### src/rtl/seq_mag_cmp.sv
// Purpose : multi-cycle magnitude comparator for WIDTH-bit operands. It compares
//           CHUNK bits per clock, MSB-first, and stops at the first chunk that differs.
// Latency : 1..NCHUNK cycles from the acceptance edge to done; equal operands take longest.
// Backpr. : start is sampled only in IDLE. While busy or done, start is ignored.
// Ports   : clk, rst (async, active-high); start/a/b/signed_mode request inputs;
//           busy (RUN), done (1-cycle pulse), a_lt_b/a_gt_b/a_eq_b registered result flags.
module seq_mag_cmp #(
    parameter int WIDTH = 16,
    parameter int CHUNK = 4
) (
    input  logic             clk,
    input  logic             rst,
    input  logic             start,
    input  logic [WIDTH-1:0] a,
    input  logic [WIDTH-1:0] b,
    input  logic             signed_mode,
    output logic             busy,
    output logic             done,
    output logic             a_lt_b,
    output logic             a_gt_b,
    output logic             a_eq_b
);
    localparam int NCHUNK = WIDTH / CHUNK;
    localparam int IDXW   = (NCHUNK > 1) ? $clog2(NCHUNK) : 1;

    typedef enum logic [1:0] {
        S_IDLE = 2'd0,
        S_RUN  = 2'd1,
        S_DONE = 2'd2
    } state_t;

    state_t            state_q, state_d;
    logic [IDXW-1:0]   idx_q, idx_d;
    logic [WIDTH-1:0]  a_q, a_d, b_q, b_d;
    logic [2:0]        flags_q, flags_d;   // {lt, gt, eq}
    logic              busy_q, busy_d;
    logic              done_q, done_d;

    logic [WIDTH-1:0]  a_sh, b_sh;
    logic [CHUNK-1:0]  a_chunk, b_chunk;
    logic              last_chunk;

    // Shift the current chunk up to the MSB end so the slice below has a
    // constant position; this avoids a variable-base part-select.
    assign a_sh       = a_q << (idx_q * CHUNK);
    assign b_sh       = b_q << (idx_q * CHUNK);
    assign a_chunk    = a_sh[WIDTH-1 -: CHUNK];
    assign b_chunk    = b_sh[WIDTH-1 -: CHUNK];
    assign last_chunk = (idx_q == IDXW'(NCHUNK - 1));

    always_comb begin
        state_d = state_q;
        idx_d   = idx_q;
        a_d     = a_q;
        b_d     = b_q;
        flags_d = flags_q;
        case (state_q)
            S_IDLE: begin
                if (start) begin
                    // Flipping both MSBs maps two's-complement onto offset binary,
                    // so the rest of the compare is purely unsigned.
                    a_d            = a;
                    a_d[WIDTH-1]   = a[WIDTH-1] ^ signed_mode;
                    b_d            = b;
                    b_d[WIDTH-1]   = b[WIDTH-1] ^ signed_mode;
                    idx_d          = '0;
                    flags_d        = 3'b000;
                    state_d        = S_RUN;
                end
            end
            S_RUN: begin
                if (a_chunk > b_chunk) begin
                    flags_d = 3'b010;
                    state_d = S_DONE;
                end else if (a_chunk < b_chunk) begin
                    flags_d = 3'b100;
                    state_d = S_DONE;
                end else if (last_chunk) begin
                    flags_d = 3'b001;
                    state_d = S_DONE;
                end else begin
                    idx_d = idx_q + IDXW'(1);
                end
            end
            S_DONE: begin
                state_d = S_IDLE;
            end
            default: begin
                state_d = S_IDLE;
            end
        endcase
        // busy/done are decoded from the next state so they come straight off flops.
        busy_d = (state_d == S_RUN);
        done_d = (state_d == S_DONE);
    end

    always_ff @(posedge clk or posedge rst) begin
        if (rst) begin
            state_q <= S_IDLE;
            idx_q   <= '0;
            a_q     <= '0;
            b_q     <= '0;
            flags_q <= 3'b000;
            busy_q  <= 1'b0;
            done_q  <= 1'b0;
        end else begin
            state_q <= state_d;
            idx_q   <= idx_d;
            a_q     <= a_d;
            b_q     <= b_d;
            flags_q <= flags_d;
            busy_q  <= busy_d;
            done_q  <= done_d;
        end
    end

    assign busy   = busy_q;
    assign done   = done_q;
    assign a_lt_b = flags_q[2];
    assign a_gt_b = flags_q[1];
    assign a_eq_b = flags_q[0];

endmodule

### config.mk
export PLATFORM = sky130hd
export DESIGN_NAME = seq_mag_cmp
export DESIGN_NICKNAME = d
export VERILOG_FILES = /design/src/rtl/seq_mag_cmp.sv
export SDC_FILE = /design/constraint.sdc
export NUM_CORES = 1
export LEC_CHECK = 0
export ABC_AREA = 1
export CORE_ASPECT_RATIO = 0.9
export CORE_MARGIN = 2
export CORE_UTILIZATION = 35
export DETAILED_ROUTE_END_ITERATION = 6
export PLACE_DENSITY = 0.6
export SYNTH_ARGS = -nofsm -noshare
export SYNTH_HDL_FRONTEND = slang
export SYNTH_SLANG_ARGS = --single-unit
### constraint.sdc
create_clock -name clk -period 5.5 [get_ports clk]
set_input_delay 1.1 -clock clk [delete_from_list [all_inputs] [get_ports clk]]
set_output_delay 1.1 -clock clk [all_outputs]
set_load 0.01 [all_outputs]
==> out/qor.csv <==
metric,value,unit
Reg-to-Reg End,flags_q[1],
CP Cell Sequence,clkdlybuf4s50_1 -> nand2_2 -> inv_2 -> nand2_1 -> nand2_1,
Worst R2R Path Depth,10,
clock share of power,16.9,%
routed length on met2,1660,um
clk sinks,41,
Congestion Overflow GR,0,
WP data required,5.74,ns
post-CTS sizing,0,
clock latency on the worst-skew pair,0.30,ns
Syn Std Cell Area,2050,sq um
crit end category,flop,
highest-delay cell along the critical path,inv_2,
row count,26,
Final Skew,0.00728,ns
Post-synth ARST share,100,%
Num CTS Buffers,5,
Post-synth EDFFs,0,
Buffers on Ports,40,
first-pass GRT wire length,7180,um
Crit Path Max Fanout,38,
Synth Warn #,0,
Ports,41,
post-synthesis register bit count,41,
relative slew slack,47.9,%
die area,6490,sq um
hold_sp,flags_q[2],
RR Startpoint,idx_q[0],
Worst Tran Pin Value,0.779,ns
Crit Path Category,input port to flop,
Switching Share,42.0,%
post-CTS setup buffer count,0,
CP arrival,2.86,ns
Achievable Freq,0.382,GHz
crit path launch type,input port,
internal power,0.843,mW
Post-route DRC,0,
number of routed nets with antenna violations,0,
Setup TNS,0,ns
Final Max Tran Viols,0,
First-pass DRT Iterations,4,
routed wl met3,204,um
Worst Hold End,flags_q[2],
clock-pin slew on the worst setup and hold paths,0.08,ns
Routed WL,4190,um
layout cells sized above 1,10.9,%
Mapped Nets,288,
via count,1589,
DR WL/cell,11.8,um
H-tree level count,2,
antenna violations before repair,0,
syn avg cell area,8.31,sq um
M1 wire length,2230,um
Initial Util,36.3,%
share of power burned in registers,37.1,%
Final Setup Violations,0,
status,"complete, no violations",
"Distinct cells, synth",25,
Tmin final,2.62,ns
VDD IR-drop max,0.000198,V
"Hold Vio Cnt, Final",0,
pin count of the biggest net entering global routing,42,
Reg area,1030,sq um
Layout area overhead,25.5,%
net load switching power,0.611,mW
Leakage,1.28,nW
Pwr Total,1.45,mW
Logic pwr share,46.0,%
Final Cycle Share,47.7,%
core area,5660,sq um
DRT iter0 DRCs,55,
vias per cell,4.48,
Root Buffer,clkbuf_8,
Cell Pwr Density,564,nW/um^2
# fillers,604,
Post-Synthesis Cells,247,
gr usage total,14.0,%
flop-to-flop setup slack,2.90,ns
area of the multi-input gates,880,sq um
DIE WIDTH,84.7,um
gp weighted congestion,0.749,
Hold Crit Depth,2,
Worst path most repeated cell,nand2_1,
prevailing post-synth register cell,dfrtp_1,
number of global-route vias before repair,1503,
max-cap violations,0,
Hold Crit Class,flop to flop,
top routing layer used,met4,
height of the die,76.6,um
register area share after synthesis,50.0,%
nets@finish,325,
ant diodes,0,
RSZ-0062 raised after global routing,false,
highest cell delay on the worst timing path,0.59,ns
hold buffers post-CTS,0,
CTS tree,built,
detailed placement HPWL,2880,um
CTS max path bufs,2,
sequential cells by signal, indices dropped and copies added, names as in the netlist:
name / cells
idx_q: 2
busy: 1
a_q: 16
b_q: 16
done: 1
flags_q: 3
state_q: 2
power by group through the flow:
stage	sequential (mW)	combinational (mW)	clock, mW
after floorplan	0.509	0.568	0
after global placement	0.543	0.658	0
after detailed placement	0.541	0.676	0
after CTS	0.539	0.685	0.253
after global routing	0.557	0.770	0.261
final	0.539	0.669	0.245
synth_stat cells (2+ instances only):
library cell,count,area share [%]
dfrtp_1,41,50
inv_2,3,0.55
nand3_1,6,1.5
xnor2_1,2,0.85
inv_1,13,2.4
a32o_1,3,1.5
o21ai_0,12,2.9
buf_6,3,1.6
ha_1,5,3.0
nor2_1,13,2.4
buf_2,6,1.5
nand2_2,13,4.0
nand2_4,2,1.1
o22ai_1,4,1.2
a21oi_1,5,1.2
nor2_4,2,1.1
nand2_1,106,19
through the flow:
step	hold slack [ns]	worst slack, ns	instance area [sq um]	instances	util, %
2_1_floorplan	0.444	3.45	2050	247	-
3_5_place_dp	0.462	2.50	2460	347	43.5
4_1_cts	0.482	2.82	2580	355	45.5
6_report	0.481	2.88	2580	355	45.5
3_3_place_gp	0.458	2.56	2460	347	43.5
5_1_grt	0.506	2.64	2580	355	45.5
final cells by class:
type	count	share of cell area (%)
clock inverter	3	1.80
sequential	41	39.8
inverter	16	2.33
timing repair buffer	41	15.8
multi-input combinational	179	34.1
tap	70	3.40
clock buffer	5	2.67
cell families after synthesis:
kind of cell | synth area share (%)
AO/OA/AOI/OAI | 7.87
adder cells (fa/ha/maj) | 3.05
AND/OR/NAND/NOR | 31.1
buffers and inverters | 7.13
flip-flops | 50.0
XOR/XNOR | 0.854
cells in the final DEF, fill, tap and decap left out:
cell type        instances
clkbuf_8                 5
inv_1                   13
a21oi_1                  5
nand2_4                  2
clkinvlp_4               1
nor2_1                  13
xnor2_1                  2
ha_1                     5
inv_2                    3
nand2_1                106
a32o_1                   3
nand3_1                  6
o21ai_1                  1
buf_4                    1
clkdlybuf4s50_1         40
bufinv_16                1
clkinv_4                 1
a21oi_2                  1
o21ai_0                 12
o22ai_1                  4
nor2_4                   2
o21bai_1                 1
nand2_2                 13
nand3b_1                 1
nand4_1                  1
dfrtp_1                 41
nand4_4                  1
worst max-delay path by stage:
stage,cells after the start,startpoint,slack [ns],to
after global placement,5,start,2.56,b_q[1]
after floorplan,1,rst,3.45,a_q[0]
final,5,start,2.88,b_q[3]
after detailed placement,5,start,2.50,a_q[12]
after global routing,5,start,2.64,b_q[12]
after CTS,5,start,2.82,a_q[12]
per-layer routing:
metal	GRT usage (%)	vias to the layer above
li1	-	843
met1	20.3	695
met2	19.6	44
met3	4.01	7
met4	5.71	0
met5	0	-
worst max-delay path, delay by kind of cell:
kind	cells	cell delay [ns]
buffers and inverters	2	1.09
AND/OR/NAND/NOR	3	0.67
No activity file was read; power rests on OpenSTA's default activity.
